`config.mk`:
```
export PLATFORM = sky130hd
export DESIGN_NAME = shift_add_mul_ctrl_flat
export DESIGN_NICKNAME = d
export VERILOG_FILES = /design/src/rtl/shift_add_mul_ctrl_if.sv /design/src/rtl/shift_add_mul_ctrl.sv /design/src/flat_wrapper.sv
export SDC_FILE = /design/constraint.sdc
export NUM_CORES = 1
export LEC_CHECK = 0
export ABC_AREA = 1
export CELL_PAD_IN_SITES_DETAIL_PLACEMENT = 0
export CELL_PAD_IN_SITES_GLOBAL_PLACEMENT = 2
export CORE_MARGIN = 4
export CORE_UTILIZATION = 27
export CTS_CLUSTER_DIAMETER = 120
export DETAILED_ROUTE_END_ITERATION = 12
export GPL_ROUTABILITY_DRIVEN = 0
export PLACE_DENSITY_LB_ADDON = 0.1
export SYNTH_ARGS = -nofsm -noshare
export SYNTH_HDL_FRONTEND = slang
export SYNTH_SLANG_ARGS = --single-unit
export TNS_END_PERCENT = 5
```
`constraint.sdc`:
```
create_clock -name clk -period 2.3 [get_ports clk]
set_input_delay 0.46 -clock clk [delete_from_list [all_inputs] [get_ports clk]]
set_output_delay 0.46 -clock clk [all_outputs]
set_load 0.02 [all_outputs]
```
`src/rtl/shift_add_mul_ctrl_if.sv`:
```
// Bus bundle for the shift-and-add multiplier controller.
//
// Groups the request/result handshake and the external adder port pair.
//   start, op_a, op_b         request side (driven by the requester)
//   busy, done, product       result side (driven by the controller)
//   add_a, add_b, add_cin     operands presented to the external W-bit adder
//   add_sum, add_cout         combinational result returned by that adder
//
// Modports:
//   slave  - the multiplier controller
//   master - the requester issuing multiplications
//   adder  - the external combinational ripple adder
interface shift_add_mul_ctrl_if #(
  parameter int W = 8
);
  logic           start;
  logic [W-1:0]   op_a;
  logic [W-1:0]   op_b;
  logic           busy;
  logic           done;
  logic [2*W-1:0] product;
  logic [W-1:0]   add_a;
  logic [W-1:0]   add_b;
  logic           add_cin;
  logic [W-1:0]   add_sum;
  logic           add_cout;

  modport slave (
    input  start, op_a, op_b, add_sum, add_cout,
    output busy, done, product, add_a, add_b, add_cin
  );

  modport master (
    output start, op_a, op_b,
    input  busy, done, product
  );

  modport adder (
    input  add_a, add_b, add_cin,
    output add_sum, add_cout
  );
endinterface

```
`src/rtl/shift_add_mul_ctrl.sv`:
```
// Sequential unsigned shift-and-add multiplier controller.
//
// Forms a 2W-bit product of two W-bit operands by time-sharing one external
// combinational W-bit adder over W iterations (one ADD and one SHIFT cycle per
// multiplier bit). This block owns the FSM, the {C,PH,PL} shift register and
// the start/done handshake.
//
// Ports:
//   clk    rising-edge clock
//   rst_n  synchronous reset, active low
//   bus    shift_add_mul_ctrl_if.slave:
//            start/op_a/op_b  request, sampled only in IDLE
//            busy             high while the FSM is not IDLE
//            done             one-cycle pulse, product valid alongside it
//            product          result register, held until next completion
//            add_a/add_b/add_cin -> external adder, add_sum/add_cout <- adder
//
// Build option:
//   SHIFT_ADD_SKIP_ZERO_EN  skip the ADD cycle for zero multiplier bits;
//                           latency becomes W + popcount(op_b) + 1.
//   Undefined (default)     fixed latency of 2W + 1 cycles.
module shift_add_mul_ctrl #(
  parameter int W = 8
) (
  input  logic                  clk,
  input  logic                  rst_n,
  shift_add_mul_ctrl_if.slave   bus
);

  localparam int CW = $clog2(W);
  localparam logic [CW-1:0] LAST = CW'(W - 1);

  typedef enum logic [1:0] {
    IDLE  = 2'd0,
    ADD   = 2'd1,
    SHIFT = 2'd2,
    DONE  = 2'd3
  } state_t;

  state_t         state;
  state_t         state_nx;
  logic [W-1:0]   m;
  logic           c;
  logic [W-1:0]   ph;
  logic [W-1:0]   pl;
  logic [CW-1:0]  cnt;
  logic [2*W-1:0] product;
  logic           done;

  always_comb begin
    state_nx = state;
    unique case (state)
      IDLE: begin
        if (bus.start) begin
`ifdef SHIFT_ADD_SKIP_ZERO_EN
          state_nx = bus.op_b[0] ? ADD : SHIFT;
`else
          state_nx = ADD;
`endif
        end
      end
      ADD: state_nx = SHIFT;
      SHIFT: begin
        if (cnt == LAST) begin
          state_nx = DONE;
        end else begin
`ifdef SHIFT_ADD_SKIP_ZERO_EN
          // pl[1] is the bit that lands in pl[0] once this shift completes.
          state_nx = pl[1] ? ADD : SHIFT;
`else
          state_nx = ADD;
`endif
        end
      end
      DONE: state_nx = IDLE;
      default: state_nx = IDLE;
    endcase
  end

  always_ff @(posedge clk) begin
    if (!rst_n) begin
      state   <= IDLE;
      m       <= '0;
      c       <= 1'b0;
      ph      <= '0;
      pl      <= '0;
      cnt     <= '0;
      product <= '0;
      done    <= 1'b0;
    end else begin
      state <= state_nx;
      // done is registered so it rises together with the product update.
      done  <= (state == DONE);
      unique case (state)
        IDLE: begin
          if (bus.start) begin
            m   <= bus.op_a;
            pl  <= bus.op_b;
            ph  <= '0;
            c   <= 1'b0;
            cnt <= '0;
          end
        end
        ADD: begin
          {c, ph} <= {bus.add_cout, bus.add_sum};
        end
        SHIFT: begin
          // Carry from the last add becomes the new MSB of the high half.
          {c, ph, pl} <= {1'b0, c, ph, pl[W-1:1]};
          if (cnt != LAST) begin
            cnt <= cnt + CW'(1);
          end
        end
        DONE: begin
          product <= {ph, pl};
        end
        default: ;
      endcase
    end
  end

  assign bus.add_a   = (state == ADD) ? ph : '0;
  assign bus.add_b   = ((state == ADD) && pl[0]) ? m : '0;
  assign bus.add_cin = 1'b0;
  assign bus.busy    = (state != IDLE);
  assign bus.done    = done;
  assign bus.product = product;

endmodule

```
`src/flat_wrapper.sv`:
```
// flat-port wrapper written by rule: the top's interface ports become plain ports
module shift_add_mul_ctrl_flat 
#(
  parameter int W = 8
)
  (clk, rst_n, bus_start, bus_op_a, bus_op_b, bus_add_sum, bus_add_cout, bus_busy, bus_done, bus_product, bus_add_a, bus_add_b, bus_add_cin);
  shift_add_mul_ctrl_if #(.W(W)) bus_i ();
  input  logic clk;
  input  logic rst_n;
  input wire logic [$bits(bus_i.start)-1:0] bus_start;
  input wire logic [$bits(bus_i.op_a)-1:0] bus_op_a;
  input wire logic [$bits(bus_i.op_b)-1:0] bus_op_b;
  input wire logic [$bits(bus_i.add_sum)-1:0] bus_add_sum;
  input wire logic [$bits(bus_i.add_cout)-1:0] bus_add_cout;
  output wire logic [$bits(bus_i.busy)-1:0] bus_busy;
  output wire logic [$bits(bus_i.done)-1:0] bus_done;
  output wire logic [$bits(bus_i.product)-1:0] bus_product;
  output wire logic [$bits(bus_i.add_a)-1:0] bus_add_a;
  output wire logic [$bits(bus_i.add_b)-1:0] bus_add_b;
  output wire logic [$bits(bus_i.add_cin)-1:0] bus_add_cin;
  assign bus_i.start = bus_start;
  assign bus_i.op_a = bus_op_a;
  assign bus_i.op_b = bus_op_b;
  assign bus_i.add_sum = bus_add_sum;
  assign bus_i.add_cout = bus_add_cout;
  assign bus_busy = bus_i.busy;
  assign bus_done = bus_i.done;
  assign bus_product = bus_i.product;
  assign bus_add_a = bus_i.add_a;
  assign bus_add_b = bus_i.add_b;
  assign bus_add_cin = bus_i.add_cin;
  shift_add_mul_ctrl #(.W(W)) u_core (.clk(clk), .rst_n(rst_n), .bus(bus_i));
endmodule
```
# After elaboration in Yosys (flattened, before gate mapping)
# Cells that the tools add are included.
word_totals:
  elab_cells: 39
  in_bits: 28
  ff_bits: 47
op_classes:
  muxes: 14
  n_reduce_logical: 9
  n_eq_ne: 7
  add_sub_neg: 1
ops:
  columns: ["op", "count"]
  rows:
  - ["8-bit two-way mux", 4]
  - ["8-bit case mux with 3 select lines", 1]
  - ["8-bit case mux with 2 select lines", 1]
  - ["2-bit case mux with 4 select lines", 1]
  - ["3-bit two-way mux", 2]
  - ["3-bit case mux with 2 select lines", 1]
  - ["2-bit AND reduction", 3]
  - ["2-bit equality test, second input constant", 2]
  - ["2-bit two-way mux", 2]
  - ["2-bit nonzero test", 2]
  - ["3-bit by 1-bit adder with 3-bit output, second input constant", 1]
  - ["3-bit equality test, second input constant", 1]
  - ["3-bit inequality test, second input constant", 1]
  - ["1-bit case mux with 3 select lines", 1]
  - ["3-bit AND reduction", 1]
  - ["3-bit nonzero test", 1]
  - ["2-bit by 1-bit equality test with 1-bit output, second input constant", 1]
  - ["2-bit logical NOT", 1]
  - ["2-bit by 1-bit inequality test with 1-bit output, second input constant", 1]
  - ["2-bit inequality test, second input constant", 1]
  - ["1-bit logical AND", 1]
  - ["1-bit two-way mux", 1]

# Logic depth before layout (Yosys ltp)
# Gate-level depths: netlist of run 1.
depth:
  word_depth: 3
  mapped_depth: 9
  depth_no_buf: 8

# Least setup slack after synthesis of run 1
# Ideal clock, no wire load.
synth_path:
  kind: "reg-to-output"
  startpoint: "reg u_core.state[1]"
  endpoint: "out bus_add_b[0]"
  stages_incl_launch_ff: 7
  path_buffers: 2
  t_arrival_ns: 1.328
  slack_ns: 0.512
  cell_sequence: "dfxtp_1 inv_1 ha_1 buf_2 buf_4 nand2_1 nor2_1"
synth_between:
  elab_chain_len: 3
synth_lines:
  columns: ["element", "line", "text"]
  rows:
  - ["start, declared", "shift_add_mul_ctrl.sv:40", "state_t state;"]
  - ["start signal, assigned", "shift_add_mul_ctrl.sv:91", "state <= state_nx;"]
  - ["2-bit by 1-bit equality test with 1-bit output", "shift_add_mul_ctrl.sv:123", "assign bus.add_b = ((state == ADD) && pl[0]) ? m : '0;"]
  - ["1-bit logical AND", "shift_add_mul_ctrl.sv:123", null]
  - ["8-bit two-way mux", "shift_add_mul_ctrl.sv:123", null]
  - ["end, declared", "flat_wrapper.sv:19", "output wire logic [$bits(bus_i.add_b)-1:0] bus_add_b;"]
# No other way between the ends.

# Final worst setup path of run 1
layout_path:
  startpoint: "reg u_core.state[1]"
  endpoint: "out bus_add_a[1]"
layout_between:
  elab_chain_len: 2
layout_lines:
  columns: ["element", "line", "text"]
  rows:
  - ["2-bit by 1-bit equality test with 1-bit output", "shift_add_mul_ctrl.sv:122", "assign bus.add_a = (state == ADD) ? ph : '0;"]
  - ["8-bit two-way mux", "shift_add_mul_ctrl.sv:122", null]
  - ["end, declared", "flat_wrapper.sv:18", "output wire logic [$bits(bus_i.add_a)-1:0] bus_add_a;"]
# No other way between the ends.

==> flow_summary.yaml, run 1 <==
clocking:
  root_buffer: "clkbuf_8"
  clk_latency_ns: 0.30
  cts.htree.levels: 2
  cts_hold_buf: 0
  postCtsSetupBuffers: 0
  cts_tree: "built"
  numCtsBuffers: 5
  cts_buffer_depth: 2
  cts_sinks: 47
  clkSlewWorstSetupHoldPaths_ns: 0.09
critical_path:
  critPathLaunch: "u_core.state[1]$_SDFFE_PN0P_"
  required_ns: 1.84
  r2r_start: "u_core.state[0]$_SDFFE_PN0P_"
  crit_top_cell: "inv_1"
  critPathArrivalTime_ns: 1.66
  critPathSlowestCell: "dfxtp_1"
  critical-path-top-delay-family: "buffers and inverters"
  start_kind: "flop"
  end_kind: "output port"
  crit_path_end: "bus_add_a[1]"
  crit_fanout: 10
  rrSetupSlack_ns: 0.54
  slowest_delay_ns: 0.44
  path_cells: "inv_1 -> ha_2 -> buf_4 -> nand2_1 -> inv_1 -> dlygate4sd2_1"
  r2r_cells: 7
  crit_type: "reg2out"
  r2r_end: "u_core.ph[0]$_SDFFE_PN0P_"
  crit_buf_inv: 4
  path_depth: 6
power_and_ir_drop:
  p_leak_nw: 1.434
  ir_drop_uv: 240.7
  power.density_nw_per_um2: 729.0
drt:
  vias: 2079
  drt-initial-drc-count: 39
  drcViolationCount: 0
  finalWirelength_um: 6057
  routedWlPerCell_um: 12.36
  via_per_inst: 4.243
  ant_nets: 0
  dr.pass1.iters: 4
grt:
  grt_max_degree: 23
  globalRouteOverflowTotal: 0
  met2_usage_pct: 18.80
  busiest_layer: "met2"
  use_met1_pct: 17.51
  antenna_found_initial: 0
  gr-usage-all-layers_pct: 12.34
  use_met3_pct: 2.902
  grt_pass1_wl_um: 9804
  grt_pass1_vias: 1968
floorplanning:
  die-height_um: 99.08
  io_pins: 63
  initial_core_util_pct: 28.39
  dieArea_um2: 9816
  die_x_um: 99.08
  num_rows: 32
  core_um2: 7888
synthesis:
  synth-seq-cells: 47
  syn_nets: 362
  syn_inst: 326
  synth.distinct_cells: 23
  syn_avg_cell_area_um2: 6.870
  synthesis.area_um2: 2240
  yosysWarningCount: 0
  yosysSeqAreaShare_pct: 42.01
place:
  place_inst: 482
  io_buffers: 61
  hpwlAfterDp_um: 4343
sta:
  worstMarginPinSlew_ns: 0.5468
  hold_ws_ns: 0.4544
  timing.slew.headroom_pct: 63.55
  hold_violations: 0
  rsz0062_at_grt: "false"
  tns_ns: 0
  clock.fmax_ghz: 0.4723
  finalCriticalPeriod_ns: 2.117
  maxSlewViolCount: 0
  setup_viol: 0
  worst_clock_skew_ns: 0.004194
  min_period_over_period_pct: 92.06
cells_and_area:
  layout.nets: 423
  drive_gt1_share_pct: 8.247
  final_core_util_pct: 38.17
  stdcell_count: 490
  area_growth_pct: 34.41
  diodes: 0
worst_hold_path:
  hold_path_startpoint: "u_core.m[2]$_SDFFE_PN0P_"
  min_path_type: "reg2reg"
job:
  drv_cap: 0
run_status:
  status: "complete, no violations"
==> logic make-up after synthesis <==
group	after synthesis	synth area share [%]
other	1	0.1674
AOI/OAI and AO/OA	62	15.14
adders and majority gates	8	4.469
and+or+nand+nor	159	27.49
DFF	47	42.01
buffers and inverters	49	10.73
==> area by class of cell <==
type,count,area [µm²]
clock buffer,7,76.32
clock inverter,1,5.005
fill,862,4877
inverter,32,125.1
multi-input combinational,230,1064
sequential,47,940.9
tap,102,127.6
timing repair buffer,71,671.9
==> where the power goes <==
group          leakage (nW)  switching [mW]  internal [mW]  total, mW
Clock                0.0422           0.277          0.214      0.492
Sequential            0.384          0.0681          0.925      0.993
Combinational          1.01           0.434          0.276      0.710
Total                  1.43           0.780           1.41       2.19
==> worst reg2reg max path, stage by stage (launching register included) <==
cell	delay (ns)
dfxtp_1	0.42
inv_1	0.13
ha_1	0.27
nand2_1	0.35
nand2_2	0.21
nor2_1	0.18
nor2_1	0.05
nor2_1	0.07
==> worst min path at each step <==
| stage | slack [ns] | depth (start not counted) | endpoint |
|---|---|---|---|
| after floorplan | 0.43 | 2 | u_core.m[0]$_SDFFE_PN0P_ |
| after global placement | 0.44 | 2 | u_core.m[5]$_SDFFE_PN0P_ |
| after detailed placement | 0.44 | 2 | u_core.m[5]$_SDFFE_PN0P_ |
| after CTS | 0.46 | 2 | u_core.m[5]$_SDFFE_PN0P_ |
| after global routing | 0.49 | 2 | u_core.m[3]$_SDFFE_PN0P_ |
| final | 0.45 | 2 | u_core.m[2]$_SDFFE_PN0P_ |
==> through the flow <==
step / setup slack [ns] / area [µm²] / power [mW]
after floorplan: 0.5115 / 2240 / 1.481
after global placement: 0.1906 / 2938 / 1.738
after detailed placement: 0.1125 / 2938 / 1.737
after CTS: 0.04164 / 3003 / 2.232
after global routing: 0.03852 / 3010 / 2.368
final: 0.1826 / 3010 / 2.195
==> synthesized netlist by cell type (all sizes together) <==
cell,n,share of area [%]
inv,31,5.4
buf,15,4.7
nor2,74,12
clkbuf,2,0.39
dfxtp,47,42
nand2,80,14
a21oi,26,7.0
nor3,1,0.22
clkinv,1,0.17
conb,1,0.17
nand3,4,0.89
o21ai,35,7.8
ha,8,4.5
a21boi,1,0.34
==> layout by cell type (no fill, tap or decap), types with 2 or more instances in the layout <==
cell type        count
o21ai_1             13
o21ai_0             22
clkbuf_8             5
a21oi_2              7
nor2_1              74
clkbuf_1             2
ha_1                 7
nand2_1             76
inv_1               27
dlymetal6s2s_1       2
nand2_2              3
buf_4               10
dlygate4sd2_1       15
inv_2                3
clkdlybuf4s50_1     44
dfxtp_1             47
a21oi_1             19
nand3_1              4
==> sequential cells by signal, summed over array words and instances (netlist names) <==
name and flops:
u_core.pl 8, u_core.ph 8, u_core.state 2, u_core.bus.done 1, u_core.m 8, u_core.c 1
u_core.bus.product 16, u_core.cnt 3
==> routing by layer <==
layer	share of wire, %	wire [µm]	vias up
met5	0	0	-
met4	0.97	59	0
met3	5.1	307	5
met2	42	2524	46
met1	52	3166	895
li1	-	-	1133
==> timing repair <==
| item | CTS | global route |
|---|---|---|
| setup endpoints to repair | 15 | 3 |
| gates resized for setup | 16 | 3 |
| cloned | 0 | 0 |
No activity file was read; power rests on OpenSTA's default activity.
==> run 2, diff against run 1 <==
Settings changed: CORE_UTILIZATION 27 to 28, CTS_BUF_LIST set to sky130_fd_sc_hd__clkbuf_8, SKIP_LAST_GASP set to 1.
==> flow_summary.yaml, run 2 (synthesis results as in run 1) <==
worst_hold_path:
  min_path_type: "reg2reg"
floorplanning:
  initial_core_util_pct: 28.83
  io_pins: 63
  core_um2: 7767
  die_x_um: 97.44
  dieArea_um2: 9494
  num_rows: 32
  die-height_um: 97.44
power_and_ir_drop:
  p_leak_nw: 1.376
  ir_drop_uv: 326.2
  power.density_nw_per_um2: 775.9
drt:
  vias: 2106
  via_per_inst: 4.298
  drt-initial-drc-count: 65
  drcViolationCount: 0
  dr.pass1.iters: 4
  finalWirelength_um: 6100
  ant_nets: 0
  routedWlPerCell_um: 12.45
cells_and_area:
  layout_common_cells: "nand2_1 (76), nor2_1 (74), clkdlybuf4s50_1 (59)"
  largest_reg_flops: 16
  layout.nets: 423
  diodes: 0
  final_common_cell: "nand2_1"
  regMostFlops: "u_core.bus.product"
  drive_gt1_share_pct: 8.505
  area_growth_pct: 36.76
  stdcell_count: 490
clocking:
  cts_sinks: 47
  cts_tree: "built"
  cts_hold_buf: 0
  postCtsSetupBuffers: 0
  cts.htree.levels: 2
  clk_latency_ns: 0.31
  root_buffer: "clkbuf_8"
  numCtsBuffers: 5
  clkSlewWorstSetupHoldPaths_ns: 0.09
  cts_buffer_depth: 2
critical_path:
  crit_path_end: "bus_add_a[2]"
  r2r_cells: 7
  critPathSlowestCell: "clkdlybuf4s50_1"
  r2r_end: "u_core.ph[0]$_SDFFE_PN0P_"
  critPathLaunch: "u_core.state[1]$_SDFFE_PN0P_"
  rrSetupSlack_ns: 0.62
  r2r_start: "u_core.state[0]$_SDFFE_PN0P_"
  required_ns: 1.84
  slowest_delay_ns: 0.59
  path_cells: "inv_1 -> ha_1 -> buf_4 -> nand2_1 -> inv_1 -> clkdlybuf4s50_1"
  end_kind: "output port"
  crit_top_cell: "inv_1"
  crit_fanout: 13
  crit_type: "reg2out"
  start_kind: "flop"
  critPathArrivalTime_ns: 1.96
grt:
  globalRouteOverflowTotal: 0
  grt_pass1_wl_um: 10160
  busiest_layer: "met2"
  use_met3_pct: 3.015
  grt_max_degree: 25
  met2_usage_pct: 19.61
  grt_pass1_vias: 2005
  use_met1_pct: 18.79
  antenna_found_initial: 0
  gr-usage-all-layers_pct: 13.17
sta:
  finalCriticalPeriod_ns: 2.415
  rsz0062_at_grt: "true"
  clock.fmax_ghz: 0.4140
  hold_ws_ns: 0.4561
  hold_violations: 0
  worst_clock_skew_ns: 0.004389
  min_period_over_period_pct: 105.0
  setup_viol: 14
  tns_ns: -0.9403
  maxSlewViolCount: 0
  finalWorstSetupSlack_ns: -0.1153
place:
  hpwlAfterDp_um: 4344
  io_buffers: 61
  place_inst: 482
run_status:
  status: "finished with violations"
  violations: "negative setup slack"
job:
  drv_cap: 0
-- run 2: cell count changes in the layout (fill, tap and decap cells not counted) --
cell	delta
clkbuf_8	+1
ha_2	-1
inv_6	+1
dlymetal6s2s_1	-1
clkdlybuf4s50_1	+15
clkinv_2	-1
clkbuf_1	-2
ha_1	+1
bufinv_16	+1
dlygate4sd2_1	-14
-- run 2: worst min path at each step --
stage	from	end	depth (start not counted)
final	u_core.m[3]$_SDFFE_PN0P_	u_core.m[3]$_SDFFE_PN0P_	2
after global routing	u_core.m[3]$_SDFFE_PN0P_	u_core.m[3]$_SDFFE_PN0P_	2
after CTS	u_core.m[3]$_SDFFE_PN0P_	u_core.m[3]$_SDFFE_PN0P_	2
after detailed placement	u_core.m[3]$_SDFFE_PN0P_	u_core.m[3]$_SDFFE_PN0P_	2
after global placement	u_core.m[3]$_SDFFE_PN0P_	u_core.m[3]$_SDFFE_PN0P_	2
after floorplan	u_core.m[0]$_SDFFE_PN0P_	u_core.m[0]$_SDFFE_PN0P_	2
-- run 2: worst max-delay path: cells and delay by family, from the launching register on --
kind | cells | cell delay, ns
adder cells (fa/ha/maj) | 1 | 0.23
buffers and inverters | 4 | 0.97
flip-flops | 1 | 0.37
AND/OR/NAND/NOR | 1 | 0.07
-- run 2: metal layers --
| metal | vias up | share of wire [%] | wire, µm |
|---|---|---|---|
| met1 | 931 | 52 | 3189 |
| met5 | - | 0 | 0 |
| li1 | 1128 | - | - |
| met2 | 41 | 42 | 2569 |
| met4 | 0 | 1.3 | 82 |
| met3 | 6 | 4.2 | 258 |
-- run 2: what timing repair did --
action	4_1_cts	5_1_grt
endpoints found under the hold margin	0	0
gates cloned	0	0
endpoints found under the setup margin	16	16
resized for setup	2	1
-- run 2: cell type report --
class | count | area (µm²)
fill | 860 | 4705
multi-input combinational | 230 | 1061
sequential | 47 | 940.9
timing repair buffer | 71 | 686.9
tap | 102 | 127.6
inverter | 32 | 125.1
clock buffer | 6 | 82.58
clock inverter | 2 | 38.79
-- run 2: power breakdown --
group	switching (mW)	leakage (nW)	internal [mW]	total [mW]
clock	0.311	0.0618	0.358	0.669
sequential	0.0652	0.384	0.925	0.990
combinational	0.438	0.930	0.279	0.718
total	0.814	1.38	1.56	2.38
-- run 2: stage by stage --
stage          total power, mW  setup WS (ns)  cell area (µm²)  utilization (%)
3_5_place_dp             1.737         0.1433             2938            37.82
5_1_grt                  2.538        -0.2445             3063            39.43
2_1_floorplan            1.481         0.5115             2240                -
3_3_place_gp             1.735         0.2070             2938            37.82
6_report                 2.377        -0.1153             3063            39.43
4_1_cts                  2.418        -0.1519             3060            39.40
==> run 3, diff against run 2 <==
Settings changed: CORE_ASPECT_RATIO set to 2, GPL_ROUTABILITY_DRIVEN 0 to unset.
==> flow_summary.yaml, run 3 (synthesis results as in run 1) <==
grt:
  grt_max_degree: 23
  grt_pass1_wl_um: 10280
  busiest_layer: "met2"
  antenna_found_initial: 0
  grt_pass1_vias: 2049
  globalRouteOverflowTotal: 0
  gr-usage-all-layers_pct: 13.74
  use_met3_pct: 2.757
  met2_usage_pct: 25.26
  use_met1_pct: 15.02
sta:
  setup_viol: 5
  min_period_over_period_pct: 100.6
  maxSlewViolCount: 0
  finalCriticalPeriod_ns: 2.313
  clock.fmax_ghz: 0.4323
  finalWorstSetupSlack_ns: -0.01338
  worst_clock_skew_ns: 0.003319
  tns_ns: -0.05496
  rsz0062_at_grt: "true"
  hold_violations: 0
floorplanning:
  core_um2: 7714
  num_rows: 45
  initial_core_util_pct: 29.03
  io_pins: 63
  die_x_um: 71.24
  dieArea_um2: 9580
  die-height_um: 134.5
clocking:
  cts_sinks: 47
  clkSlewWorstSetupHoldPaths_ns: 0.09
  cts_buffer_depth: 2
  cts.htree.levels: 2
  cts_hold_buf: 0
  root_buffer: "clkbuf_8"
  numCtsBuffers: 5
  clk_latency_ns: 0.30
  cts_tree: "built"
critical_path:
  rrSetupSlack_ns: 0.76
  r2r_start: "u_core.state[0]$_SDFFE_PN0P_"
  required_ns: 1.84
  r2r_end: "u_core.pl[7]$_SDFFE_PN0P_"
  crit_fanout: 16
  critPathArrivalTime_ns: 1.85
  r2r_cells: 8
  end_kind: "output port"
  start_kind: "flop"
  crit_type: "reg2out"
cells_and_area:
  layout_common_cells: "nand2_1 (76), nor2_1 (74), clkdlybuf4s50_1 (59)"
  largest_reg_flops: 16
  final_common_cell: "nand2_1"
  area_growth_pct: 34.64
  stdcell_count: 481
  final_core_util_pct: 39.09
  postLayoutCellArea_um2: 3015
  drive_gt1_share_pct: 8.269
  regMostFlops: "u_core.bus.product"
  layout.nets: 422
  diodes: 0
drt:
  dr.pass1.iters: 4
  drt-initial-drc-count: 75
  vias: 2098
  drcViolationCount: 0
  ant_nets: 0
  via_per_inst: 4.362
  finalWirelength_um: 6281
  routedWlPerCell_um: 13.06
worst_hold_path:
  hold_path_startpoint: "u_core.m[5]$_SDFFE_PN0P_"
  min_path_type: "reg2reg"
  holdPathStages: 2
  whs_endpoint: "u_core.m[5]$_SDFFE_PN0P_"
run_status:
  violations: "negative setup slack"
  status: "finished with violations"
power_and_ir_drop:
  power.density_nw_per_um2: 729.1
  ir_drop_uv: 263.9
  p_leak_nw: 1.353
place:
  place_inst: 473
  place_area_um2: 2920
  gp_congestion: 0.7085
  io_buffers: 61
  dp_slack_ns: 0.2136
  hpwlAfterDp_um: 4650
job:
  drv_cap: 0
-- run 3: cell types whose count changed in the layout (fill, tap and decap cells not counted), sizes merged --
| cell | before | now |
|---|---|---|
| buf | 10 | 9 |
| bufinv | 1 | 0 |
| clkbuf | 6 | 5 |
| clkinv | 1 | 2 |
| clkinvlp | 0 | 1 |
-- run 3: power breakdown --
group	leakage, nW	internal [mW]	total [mW]	switching (mW)
combinational	0.924	0.279	0.719	0.440
sequential	0.384	0.925	0.988	0.0631
clock	0.0453	0.208	0.492	0.283
total	1.35	1.41	2.20	0.786
-- run 3: final cells by class --
cell class	instances	area (µm²)
repair buffers	70	683.2
inverters	32	125.1
multi-input cells	230	1064
clock inverters	3	16.27
fillers	863	4698
clock buffers	5	68.82
well taps	94	117.6
flip-flops and latches	47	940.9
-- run 3: how the worst max path moves through the flow --
stage / start / slack (ns) / depth (start not counted) / to
after floorplan: u_core.state[1]$_SDFFE_PN0P_ / 0.51 / 6 / bus_add_b[0]
after global placement: u_core.state[0]$_SDFFE_PN0P_ / 0.24 / 4 / bus_add_b[1]
after detailed placement: u_core.state[0]$_SDFFE_PN0P_ / 0.21 / 4 / bus_add_b[0]
after CTS: u_core.state[0]$_SDFFE_PN0P_ / -0.05 / 5 / bus_add_a[7]
after global routing: u_core.state[1]$_SDFFE_PN0P_ / -0.14 / 6 / bus_add_a[5]
final: u_core.state[0]$_SDFFE_PN0P_ / -0.01 / 5 / bus_add_a[2]
-- run 3: worst max-delay path: stages (launching register included) --
cell	delay [ns]
dfxtp_1	0.41
ha_2	0.25
buf_6	0.18
nand2_1	0.07
inv_1	0.05
clkdlybuf4s50_1	0.59
-- run 3: layer usage --
| layer | up-vias | share of wire (%) | wire length [µm] |
|---|---|---|---|
| met1 | 927 | 40 | 2528 |
| met2 | 43 | 54 | 3387 |
| met3 | 5 | 4.0 | 252 |
| li1 | 1123 | - | - |
| met5 | - | 0 | 0 |
| met4 | 0 | 1.8 | 113 |
-- run 3: stage by stage --
| stage | hold slack [ns] | total power [mW] |
|---|---|---|
| floorplan | 0.4294 | 1.481 |
| global placement | 0.4389 | 1.735 |
| detailed placement | 0.4425 | 1.737 |
| CTS | 0.4570 | 2.253 |
| global route | 0.4753 | 2.368 |
| finish | 0.4547 | 2.199 |
-- run 3: timing repair --
action,4_1_cts,5_1_grt
setup endpoints to repair,15,15
buffers inserted,0,0
endpoints found under the hold margin,0,0
gates cloned,0,0
gates resized for setup,4,1
